$ cat src/rtl/seg7_pkg.sv
// Seven-segment types and hex glyph constants shared by the counter/display block.
// Segment order is {dp, g, f, e, d, c, b, a}.
package seg7_pkg;

   typedef logic [7:0] seg7_t;

   localparam seg7_t SEG_0  = 8'h3F;
   localparam seg7_t SEG_1  = 8'h06;
   localparam seg7_t SEG_2  = 8'h5B;
   localparam seg7_t SEG_3  = 8'h4F;
   localparam seg7_t SEG_4  = 8'h66;
   localparam seg7_t SEG_5  = 8'h6D;
   localparam seg7_t SEG_6  = 8'h7D;
   localparam seg7_t SEG_7  = 8'h07;
   localparam seg7_t SEG_8  = 8'h7F;
   localparam seg7_t SEG_9  = 8'h6F;
   localparam seg7_t SEG_A  = 8'h77;
   localparam seg7_t SEG_B  = 8'h7C;
   localparam seg7_t SEG_C  = 8'h39;
   localparam seg7_t SEG_D  = 8'h5E;
   localparam seg7_t SEG_E  = 8'h79;
   localparam seg7_t SEG_F  = 8'h71;
   localparam seg7_t SEG_DP = 8'h80;

endpackage

$ cat src/rtl/updown_hex_counter_mux_if.sv
// Control/status bundle of the up/down hex counter: switch-side controls in,
// binary count, terminal-count pulse and scanned 7-segment drive out.
interface updown_hex_counter_mux_if #(
   parameter int unsigned NDIGITS = 2
);
   import seg7_pkg::*;

   localparam int unsigned CW = 4 * NDIGITS;

   logic               en;
   logic               dir;
   logic               sat_mode;
   logic               load;
   logic [CW-1:0]      load_val;
   logic [CW-1:0]      count;
   logic               tc;
   seg7_t              seg;
   logic [NDIGITS-1:0] dig_sel;

   modport master (
      output en, dir, sat_mode, load, load_val,
      input  count, tc, seg, dig_sel
   );

   modport slave (
      input  en, dir, sat_mode, load, load_val,
      output count, tc, seg, dig_sel
   );

endinterface

$ cat src/rtl/hex_to_seg7.sv
// Combinational hex nibble to 7-segment glyph decoder (decimal point always off).
module hex_to_seg7
   import seg7_pkg::*;
(
   input  logic [3:0] hex_i,
   output seg7_t      seg_o
);

   always_comb begin
      seg_o = SEG_0;
      unique case (hex_i)
         4'h0: seg_o = SEG_0;
         4'h1: seg_o = SEG_1;
         4'h2: seg_o = SEG_2;
         4'h3: seg_o = SEG_3;
         4'h4: seg_o = SEG_4;
         4'h5: seg_o = SEG_5;
         4'h6: seg_o = SEG_6;
         4'h7: seg_o = SEG_7;
         4'h8: seg_o = SEG_8;
         4'h9: seg_o = SEG_9;
         4'hA: seg_o = SEG_A;
         4'hB: seg_o = SEG_B;
         4'hC: seg_o = SEG_C;
         4'hD: seg_o = SEG_D;
         4'hE: seg_o = SEG_E;
         4'hF: seg_o = SEG_F;
      endcase
   end

endmodule

$ cat src/rtl/updown_hex_counter_mux.sv
// Multi-digit modulo up/down counter with load, wrap/saturate and a scanned hex display.
// Optional macro SEG_DP_DIR_EN lights the digit-0 decimal point while counting down.
module updown_hex_counter_mux
   import seg7_pkg::*;
#(
   parameter int unsigned NDIGITS  = 2,
   parameter int unsigned MODULO   = 256,
   parameter int unsigned SCAN_DIV = 4
) (
   input  logic                     clk_2,
   input  logic                     reset,
   updown_hex_counter_mux_if.slave  bus
);

   localparam int unsigned CW = 4 * NDIGITS;
   localparam int unsigned SW = (SCAN_DIV > 1) ? $clog2(SCAN_DIV) : 1;
   localparam int unsigned IW = (NDIGITS > 1) ? $clog2(NDIGITS) : 1;

   // One extra bit so MODULO == 16**NDIGITS still compares correctly.
   localparam logic [CW:0]   ModW     = (CW + 1)'(MODULO);
   localparam logic [CW-1:0] MaxVal   = CW'(MODULO - 1);
   localparam logic [SW-1:0] ScanLast = SW'(SCAN_DIV - 1);
   localparam logic [IW-1:0] IdxLast  = IW'(NDIGITS - 1);

   logic [CW-1:0]      count_q, count_d;
   logic               tc_q, tc_d;
   logic [SW-1:0]      scan_cnt_q, scan_cnt_d;
   logic [IW-1:0]      scan_idx_q, scan_idx_d;
   logic [NDIGITS-1:0] dig_sel_q, dig_sel_d;
   seg7_t              seg_q, seg_d;
   logic [3:0]         nibble;
   seg7_t              nib_seg;

   always_comb begin
      count_d = count_q;
      tc_d    = 1'b0;
      if (bus.load) begin
         count_d = ({1'b0, bus.load_val} >= ModW) ? MaxVal : bus.load_val;
      end else if (bus.en) begin
         if (!bus.dir) begin
            if (count_q == MaxVal) begin
               tc_d = 1'b1;
               if (!bus.sat_mode) count_d = '0;
            end else begin
               count_d = count_q + 1'b1;
            end
         end else begin
            if (count_q == '0) begin
               tc_d = 1'b1;
               if (!bus.sat_mode) count_d = MaxVal;
            end else begin
               count_d = count_q - 1'b1;
            end
         end
      end
   end

   always_comb begin
      scan_cnt_d = scan_cnt_q + 1'b1;
      scan_idx_d = scan_idx_q;
      if (scan_cnt_q == ScanLast) begin
         scan_cnt_d = '0;
         scan_idx_d = (scan_idx_q == IdxLast) ? '0 : scan_idx_q + 1'b1;
      end
   end

   // Display reflects the count held before the edge: one cycle of latency.
   assign nibble = 4'(count_q >> {scan_idx_q, 2'b00});

   hex_to_seg7 u_hex_to_seg7 (
      .hex_i (nibble),
      .seg_o (nib_seg)
   );

   always_comb begin
      dig_sel_d             = '0;
      dig_sel_d[scan_idx_q] = 1'b1;
      seg_d                 = nib_seg;
`ifdef SEG_DP_DIR_EN
      if ((scan_idx_q == '0) && bus.dir) seg_d = nib_seg | SEG_DP;
`endif
   end

   always_ff @(posedge clk_2) begin
      if (reset) begin
         count_q    <= '0;
         tc_q       <= 1'b0;
         scan_cnt_q <= '0;
         scan_idx_q <= '0;
         dig_sel_q  <= NDIGITS'(1);
         seg_q      <= SEG_0;
      end else begin
         count_q    <= count_d;
         tc_q       <= tc_d;
         scan_cnt_q <= scan_cnt_d;
         scan_idx_q <= scan_idx_d;
         dig_sel_q  <= dig_sel_d;
         seg_q      <= seg_d;
      end
   end

   assign bus.count   = count_q;
   assign bus.tc      = tc_q;
   assign bus.seg     = seg_q;
   assign bus.dig_sel = dig_sel_q;

endmodule

$ cat src/flat_wrapper.sv
// flat-port wrapper written by rule: the top's interface ports become plain ports
module updown_hex_counter_mux_flat import seg7_pkg::*;
#(
   parameter int unsigned NDIGITS  = 2,
   parameter int unsigned MODULO   = 256,
   parameter int unsigned SCAN_DIV = 4
)
  (clk_2, reset, bus_en, bus_dir, bus_sat_mode, bus_load, bus_load_val, bus_count, bus_tc, bus_seg, bus_dig_sel);
  updown_hex_counter_mux_if #(.NDIGITS(NDIGITS)) bus_i ();
  input  logic clk_2;
  input  logic reset;
  input wire logic [$bits(bus_i.en)-1:0] bus_en;
  input wire logic [$bits(bus_i.dir)-1:0] bus_dir;
  input wire logic [$bits(bus_i.sat_mode)-1:0] bus_sat_mode;
  input wire logic [$bits(bus_i.load)-1:0] bus_load;
  input wire logic [$bits(bus_i.load_val)-1:0] bus_load_val;
  output wire logic [$bits(bus_i.count)-1:0] bus_count;
  output wire logic [$bits(bus_i.tc)-1:0] bus_tc;
  output wire logic [$bits(bus_i.seg)-1:0] bus_seg;
  output wire logic [$bits(bus_i.dig_sel)-1:0] bus_dig_sel;
  assign bus_i.en = bus_en;
  assign bus_i.dir = bus_dir;
  assign bus_i.sat_mode = bus_sat_mode;
  assign bus_i.load = bus_load;
  assign bus_i.load_val = bus_load_val;
  assign bus_count = bus_i.count;
  assign bus_tc = bus_i.tc;
  assign bus_seg = bus_i.seg;
  assign bus_dig_sel = bus_i.dig_sel;
  updown_hex_counter_mux #(.NDIGITS(NDIGITS), .MODULO(MODULO), .SCAN_DIV(SCAN_DIV)) u_core (.clk_2(clk_2), .reset(reset), .bus(bus_i));
endmodule
$ cat config.mk
export PLATFORM = sky130hd
export DESIGN_NAME = updown_hex_counter_mux_flat
export DESIGN_NICKNAME = d
export VERILOG_FILES = /design/src/rtl/seg7_pkg.sv /design/src/rtl/updown_hex_counter_mux_if.sv /design/src/rtl/hex_to_seg7.sv /design/src/rtl/updown_hex_counter_mux.sv /design/src/flat_wrapper.sv
export SDC_FILE = /design/constraint.sdc
export NUM_CORES = 1
export LEC_CHECK = 0
export ABC_CLOCK_PERIOD_IN_PS = 2300
export BUFFER_PORTS_ARGS = -buffer_cell sky130_fd_sc_hd__buf_4
export CORE_MARGIN = 2
export CORE_UTILIZATION = 30
export CTS_BUF_LIST = sky130_fd_sc_hd__clkbuf_8
export DETAILED_ROUTE_END_ITERATION = 12
export PLACE_DENSITY_LB_ADDON = 0.2
export SETUP_SLACK_MARGIN = 0.5
export SLEW_MARGIN = 20
export SYNTH_ARGS = -nofsm -noshare
export SYNTH_HDL_FRONTEND = slang
export SYNTH_SLANG_ARGS = --single-unit
$ cat constraint.sdc
create_clock -name clk_2 -period 2.3 [get_ports clk_2]
set_clock_uncertainty 0.05 [all_clocks]
set_input_delay 0.23 -clock clk_2 [delete_from_list [all_inputs] [get_ports clk_2]]
set_output_delay 0.23 -clock clk_2 [all_outputs]
set_load 0.01 [all_outputs]
* After elaboration in Yosys (flattened, before gate mapping)
Memory sizes are Yosys's and may differ from the RTL's. A register that Yosys moved wholly into a read port is not among the register bits.
Cells that the tools add are included.
** Operators by class
- Add/sub/neg operators :: 4
- Multiply operators :: 0
- Div/mod/pow operators :: 0
- $lt $le $gt $ge :: 2
- Equality and inequality tests :: 4
- Shifts and indexed selects :: 1
- Muxes and demuxes :: 13
- Bitwise gates (word level) :: 1
- Reductions and logical operators :: 6
** Operators with widths (count)
- 8-bit 2-to-1 mux :: 7
- 8-bit by 1-bit adder with 8-bit output (second input constant) :: 1
- 8-bit == test (second input constant) :: 1
- 8-bit zero test :: 1
- 4-bit != test (second input constant) :: 2
- 8-bit by 3-bit >> shifter with 4-bit output :: 1
- 8-bit by 1-bit subtractor with 8-bit output (second input constant) :: 1
- 1-bit 2-to-1 mux :: 5
- 3-bit AND reduction :: 1
- 3-bit OR reduction :: 1
- 2-bit by 1-bit adder with 2-bit output (second input constant) :: 1
- 2-bit == test (second input constant) :: 1
- 1-bit by 2-bit < comparator with 1-bit output (second input constant) :: 1
- 2-bit nonzero test :: 1
- 2-bit OR reduction :: 1
- 1-bit adder (second input constant) :: 1
- 1-bit demux with 1-bit select :: 1
- 1-bit greater-or-equal comparator (second input constant) :: 1
- 1-bit logical AND :: 1
- 1-bit NOT :: 1
** Word-level totals
- Register bits after elaboration :: 22
- Latch bits :: 0
- Memory bits (writable) :: 0
- Memory bits (read-only) :: 112
- Input port bits :: 14
- Output and inout bits :: 19
- Word-level logic and storage cells :: 38
- Memories :: 1
** Memories
- (name not given) :: words 16, width 7, read ports 1, clocked after Yosys merged registers in 1, wr ports 0, line hex_to_seg7.sv:11 : unique case (hex_i)

* Logic depth before layout (Yosys ltp)
Gate-level depths: netlist of the first run.
- Word-level depth :: 5
- Mapped depth :: 8
- Gate-level depth less buffers :: 7

* Cells and area by module
Synthesis of the first run repeated with hierarchy kept, for this count alone.
** Unflattened totals
- Cell total of the unflattened synthesis :: 183
- Area total of the unflattened synthesis :: 1594.0 um2
** By module, submodules not included
- updown_hex_counter_mux :: times used 1, cells an instance 148, area an instance 1295.0 um2, seq. area each 440.4 um2
- hex_to_seg7 :: times used 1, cells an instance 35, area an instance 299.0 um2, seq. area each 0.0 um2

* Worst setup path after synthesis of the first run
No wires, ideal clock.
- Path kind :: flip-flop to flip-flop
- From :: reg u_core.count_q[4] (netlist: u_core.bus.count[4])
- To :: reg u_core.count_q[3] (netlist: u_core.bus.count[3])
- Library setup time :: 0.119 ns
- Arrival time :: 1.916 ns
- Required time :: 2.131 ns
- Slack :: 0.215 ns
- Cell stages (with the launch flop) :: 8
- Buffers on the path :: 2
- Clock period less this slack :: 2.085 ns
- Cells stage by stage :: dfxtp_1 > buf_6 > or4_4 > nor4_4 > o21ai_2 > and2_4 > buf_6 > o221a_1
** Between the ends
- Word-level cells in the longest chain between the ends :: 5
- Elaborated cells between the ends (all ways) :: 10
- Those cells by class :: eq/ne: 3; mux: 5; reduce/logical: 2
** Ends and longest elaborated chain
- start, declared :: line updown_hex_counter_mux.sv:25 : logic [CW-1:0] count_q, count_d;
- start signal, assigned :: line updown_hex_counter_mux.sv:93 : count_q <= count_d;
- 8-bit == test / 8-bit zero test (equally long branches) :: line updown_hex_counter_mux.sv:41, updown_hex_counter_mux.sv:48
- 8-bit 2-to-1 mux (on tied branches) :: line updown_hex_counter_mux.sv:41, updown_hex_counter_mux.sv:48
- 8-bit 2-to-1 mux :: line updown_hex_counter_mux.sv:40 : if (!bus.dir) begin
- 8-bit 2-to-1 mux :: line updown_hex_counter_mux.sv:39 : end else if (bus.en) begin
- 8-bit 2-to-1 mux :: line updown_hex_counter_mux.sv:37 : if (bus.load) begin
Several ways; a longest one is shown, not always the timed one. The select of a mux whose other input is x is not followed.
A chain may end at the register's enable or synchronous reset.

* Worst setup path in the final report of the first run
- From :: reg u_core.count_q[3] (netlist: u_core.bus.count[3])
- To :: reg u_core.count_q[7] (netlist: u_core.bus.count[7])
** Between the ends
- Word-level cells in the longest chain between the ends :: 5
- Elaborated cells between the ends (all ways) :: 12
- Those cells by class :: add/sub: 2; eq/ne: 3; mux: 5; reduce/logical: 2
** Ends and longest elaborated chain
- 8-bit by 1-bit adder with 8-bit output, or another cell as far along :: line updown_hex_counter_mux.sv:45 : count_d = count_q + 1'b1;
- 8-bit 2-to-1 mux (on tied branches) :: line updown_hex_counter_mux.sv:41, updown_hex_counter_mux.sv:48
- 8-bit 2-to-1 mux :: line updown_hex_counter_mux.sv:40
- 8-bit 2-to-1 mux :: line updown_hex_counter_mux.sv:39
- 8-bit 2-to-1 mux :: line updown_hex_counter_mux.sv:37
Several ways; a longest one is shown, not always the timed one. The select of a mux whose other input is x is not followed.

==> results of run 1 <==
power groups by stage:
| stage | Clock, mW | Combinational [mW] | Sequential (mW) |
|---|---|---|---|
| after floorplan | 0 | 0.201 | 0.449 |
| after global placement | 0 | 0.325 | 0.446 |
| after detailed placement | 0 | 0.324 | 0.445 |
| after CTS | 0.254 | 0.345 | 0.431 |
| after global routing | 0.273 | 0.407 | 0.433 |
| final | 0.243 | 0.363 | 0.429 |
cells in the mapped netlist, types with 2 or more instances:
master    count  share of area
dfxtp_1      21           0.29
o31ai_1       3          0.016
nand2b_1      3          0.013
nor4_4        2          0.029
buf_6         2          0.016
inv_1         8          0.021
xnor2_1       2          0.012
o21ai_1       4          0.014
a31oi_1       2         0.0087
nor3_1        5          0.017
mux2_2        2          0.016
mux2i_1       4          0.028
a311o_1       2          0.014
o211a_1       3          0.021
a311oi_1      3          0.018
ha_1         11          0.095
or3_1         4          0.017
nor2_1        9          0.023
a211oi_1      2          0.010
clkbuf_1      7          0.018
nand4_1       2         0.0087
nand3_1       4          0.014
o221a_1       2          0.016
nor2b_1       6          0.026
o211ai_1      2          0.010
o21ai_0       6          0.021
a21oi_1       6          0.021
nand2_1      17          0.044
registers in the layout (all words and copies together) (netlist names):
signal,count
u_core.bus.tc,1
u_core.scan_cnt_q,2
u_core.bus.count,8
u_core.bus.seg,7
u_core.bus.dig_sel,2
u_core.scan_idx_q,1
path summary, 6_finish.rpt:
kind / end / depth (start not counted) / slack [ps]
setup reg to reg: u_core.bus.count[7]$_SDFFE_PP0P_ / 6 / 350
hold reg to reg: u_core.scan_cnt_q[0]$_SDFF_PP0_ / 1 / 390
hold / removal: u_core.bus.count[5]$_SDFFE_PP0P_ / 3 / 220
setup / recovery: u_core.bus.count[7]$_SDFFE_PP0P_ / 6 / 350
cell type report:
class | count | area (um^2)
Clock inverter | 1 | 3.754
Inverter | 8 | 30.03
Tap cell | 54 | 67.56
Clock buffer | 3 | 41.29
Fill cell | 492 | 2763
Multi-Input combinational cell | 130 | 972.2
Sequential cell | 21 | 439.2
Timing Repair Buffer | 50 | 375.4
layer usage:
layer  share of wire  vias to the layer above  track usage
li1                -                      711            -
met1            0.48                      649       0.1866
met2            0.48                       26       0.2482
met3           0.040                        2      0.03292
met4          0.0052                        0      0.02424
met5               0                        -            0
timing repair:
item,CTS,global route
setup endpoints to repair,13,13
buffers inserted,4,7
pin swaps,3,7
resized for setup,9,9
cell families after synthesis:
family	share of synthesized area
compound gates	0.2340
fa+ha+maj	0.09532
xor+xnor	0.01213
mux	0.04333
flops	0.2912
simple gates	0.2591
other cells	0.002597
buf+inv	0.06239
worst max-delay path, cell delays in order (launching register included):
cell	delay, ps
dfxtp_4	350
or4_4	550
nor4_4	230
buf_4	180
o21ai_2	60
and2_4	190
o221a_1	240
stage by stage:
step | hold slack (ps) | setup slack [ps] | util
6_report | 217.0 | 349.6 | 0.4112
5_1_grt | 252.1 | 301.7 | 0.4112
4_1_cts | 220.2 | 322.2 | 0.3971
3_5_place_dp | 370.8 | 303.0 | 0.3739
3_3_place_gp | 367.4 | 325.1 | 0.3739
2_1_floorplan | 263.1 | 305.7 | -
==> metrics.cfg, run 1 <==
[status]
outcome = complete, no violations

[setup_path]
worstPathRequired_ps = 2400
r2r_start = u_core.bus.count[3]$_SDFFE_PP0P_
arrival_ps = 2050
setup.worst_path.start = u_core.bus.count[3]$_SDFFE_PP0P_
start_kind = flop
crit_fanout = 7
crit_type = reg2reg
crit_path_end_kind = flop

[logic_synthesis]
synthesis.area_um2 = 1444
ys.flop_type = dfxtp_1
synth.net_count = 195
yosysWarnings = 0
syn_inst = 170
async_flop_share = 0
synth.yosys.seq_area_share = 0.2912
ys_seq_elements = 21
synth_edf_count = 0
syn_avg_cell_area_um2 = 8.493
synth_cell_type_count = 54

[route]
avgRoutedWirePerCell_um = 14.37
wl_um = 3838
post_drt_via_cell_ratio = 5.199
drc = 0
vias = 1388
dr.pass1.iters = 4
drtIter0Drc = 78
drtAntennaViolNets = 0

[global_routing]
grt_max_degree = 23
grt_pass1_vias = 1262
grt_pass1_wl_um = 6141
antenna_found_initial = 0
track_usage = 0.1442
grt-ovfl-total = 0

[cts]
clockBufferDepth = 2
ctsHtreeMaxLevel = 1
hold_buffers = 0
clkTransAtPathRegs_ps = 80
cts.sink_count = 21
cts-buffers-inserted = 3
cts.root.buffer_cell = clkbuf_8
clock_latency_ps = 260
cts_tree = yes

[place]
placed_area_um2 = 1754
gp_congestion = 0.8215
dpl.hpwl_um = 2647
dpl.cell_count = 252
io_buffer_count = 31

[power]
power_mw = 1.035
cellPowerDensity_nw_per_um2 = 536.3
p_sw_frac = 0.3279
internal_power_uw = 695.4
p_sw_uw = 339.3
ir_worst_vdd_mv = 0.2384
clkPwrFrac = 0.235
combPwrFrac = 0.351
p_leak_nw = 0.7930
p_seq_frac = 0.414

[timing]
fin_tns_setup_ps = 0
period_share = 0.8480
slew_viol_final = 0
period_needed_ps = 1950
hold_violations = 0
rsz0062_at_grt = true
setup_viol = 0
max_freq_mhz = 512.7

[final_layout]
syn_to_final_growth_pct = 33.62
diodes = 0
layout_commonest_cell = buf_4
fin_cells = 267
layout_common_cells = 50 x buf_4, 17 x nand2_1, 14 x dfxtp_1, 9 x nor2_1, 9 x ha_1
design_area_um2 = 1929
finalNetCount = 239
final_layout_size_suffix_gt1_frac = 0.3662

[flow_run]
maxCapViolCount = 0

[die]
die_y_um = 73.38
rows = 25
start_util = 0.3077
die_w_um = 73.38
core_region_area_um2 = 4692
fp.dieArea_um2 = 5384
pin_count = 33

[worst_hold_path]
hold_path.class = in2reg
hold_start = bus_load_val[5]

(Power assumes the default switching activity.)
==> inputs of run 2 (changes only) <==
- ABC_CLOCK_PERIOD_IN_PS: 2300 -> 1800
- clock period: 2.3 -> 1.8 ns (I/O delays scaled with it)
==> run 2 against run 1 <==
Effect of this change:
- the run now ends with setup timing left
- die area is the same
- worst hold slack lost 38 ps
- final area grew 18%
- non-clock buffer count is 19 higher
- worst setup slack got worse by 490 ps
- critical path depth is the same
- clock-buffer cell count stayed put
- total power grew 44%
==> metrics.cfg, run 2 (same netlist as run 1, synthesis figures left out) <==
[power]
cellPowerDensity_nw_per_um2 = 657.8
p_leak_nw = 0.9350
ir_worst_vdd_mv = 0.2916

[final_layout]
design_area_um2 = 2267
diodes = 0
layout_common_cells = 53 x buf_4, 16 x buf_6, 15 x dfxtp_1, 13 x nand2_1, 8 x nor2_1
fin_cells = 286
final_layout_size_suffix_gt1_frac = 0.5000
layout_commonest_cell = buf_4
largest_register_ffs = 8
syn_to_final_growth_pct = 57.02
fillerInstances = 453
finalNetCount = 258

[global_routing]
grt_pass1_vias = 1426
grt-ovfl-total = 0
antenna_found_initial = 0
track_usage = 0.1600
grt_max_degree = 23
grt_pass1_wl_um = 6762
gr-max-usage-layer = met2
use_met3 = 0.03567
met2_usage = 0.2783
grt_use_met1 = 0.2013

[cts]
cts.root.buffer_cell = clkbuf_8
clkTransAtPathRegs_ps = 80
ctsHtreeMaxLevel = 1
cts.sink_count = 21
clockBufferDepth = 2
clock_latency_ps = 260
cts_tree = yes
cts-buffers-inserted = 3

[place]
dpl.hpwl_um = 2799
dpl_worst_slack_ps = -59.25
dpl.cell_count = 267
placed_area_um2 = 1876
gp_congestion = 0.8456
io_buffer_count = 31

[timing]
max_freq_mhz = 516.3
period_share = 1.076
fin_tns_setup_ps = -723.3
rsz0062_at_grt = true
setup_slack_ps = -136.9
hold_violations = 0
slew_viol_final = 0
setup_viol = 8
period_needed_ps = 1937

[die]
fp.dieArea_um2 = 5384
core_region_area_um2 = 4692
die_y_um = 73.38
start_util = 0.3077
pin_count = 33
die_w_um = 73.38
rows = 25

[status]
outcome = finished, violations left
violations = setup timing

[setup_path]
crit_fanout = 7
arrival_ps = 2050
crit_path_end_kind = flop
worstPathRequired_ps = 1910
start_kind = flop
crit_type = reg2reg

[route]
post_drt_via_cell_ratio = 5.178
drtIter0Drc = 163
avgRoutedWirePerCell_um = 14.91
wl_um = 4263
dr.pass1.iters = 4
vias = 1481
drtAntennaViolNets = 0
drc = 0

[flow_run]
maxCapViolCount = 0

[worst_hold_path]
hold_path.class = in2reg

==> run 2: changes by cell type in the layout (fill, tap and decap cells not counted), sizes merged <==
cell / before / now
buf: 50 / 69
clkinv: 0 / 1
inv: 9 / 8
==> run 2: power by group <==
part           total [mW]  internal (mW)  leakage [nW]  switching (mW)
registers           0.537          0.512         0.176          0.0250
logic               0.637          0.323         0.734           0.313
clock network       0.318          0.154        0.0255           0.163
total                1.49          0.989         0.935           0.502
==> run 2: path summary, 6_finish.rpt <==
check | end | cells past startpoint | slack (ps) | start
max | u_core.bus.count[7]$_SDFFE_PP0P_ | 6 | -140 | u_core.bus.count[3]$_SDFFE_PP0P_
min | u_core.bus.count[5]$_SDFFE_PP0P_ | 3 | 180 | bus_load_val[5]
max reg2reg | u_core.bus.count[7]$_SDFFE_PP0P_ | 6 | -140 | u_core.bus.count[3]$_SDFFE_PP0P_
min reg2reg | u_core.scan_cnt_q[0]$_SDFF_PP0_ | 1 | 380 | u_core.scan_cnt_q[0]$_SDFF_PP0_
==> run 2: metal layers <==
layer / vias up / part of all wire / routed length [um]
li1: 750 / - / -
met5: - / 0 / 0
met4: 0 / 0.0061 / 26
met3: 5 / 0.048 / 206
met1: 695 / 0.45 / 1918
met2: 31 / 0.50 / 2111
==> run 2: layout make-up <==
cell class,count,area [um^2],share of cell area
clock inverter,1,5.005,0.002208
tap,54,67.56,0.02980
timing repair buffer,69,578.1,0.2550
sequential,21,430.4,0.1898
clock buffer,3,41.29,0.01821
multi-input combinational,130,1112,0.4906
inverter,8,32.53,0.01435
==> run 2: worst max-delay path, stage by stage (launching register included) <==
cell and delay, ps:
dfxtp_2 330, or4_4 550, nor4_4 250, buf_4 180
o21ai_4 50, and2_4 180, o221a_1 250
==> run 2: what timing repair did <==
item | CTS | global route
endpoints found under the setup margin | 16 | 16
buffers inserted | 5 | 10
gates resized for setup | 26 | 28
hold buffers | 0 | 0
pin swaps | 13 | 16
hold endpoints to repair | 0 | 0
==> run 2: stage by stage <==
stage | total power [mW] | hold WS, ps | util
after detailed placement | 1.026 | 370.9 | 0.3997
after global placement | 1.031 | 373.0 | 0.3997
final | 1.491 | 179.0 | 0.4832
after global routing | 1.578 | 183.1 | 0.4832
after CTS | 1.435 | 170.4 | 0.4440
after floorplan | 0.8388 | 213.1 | -
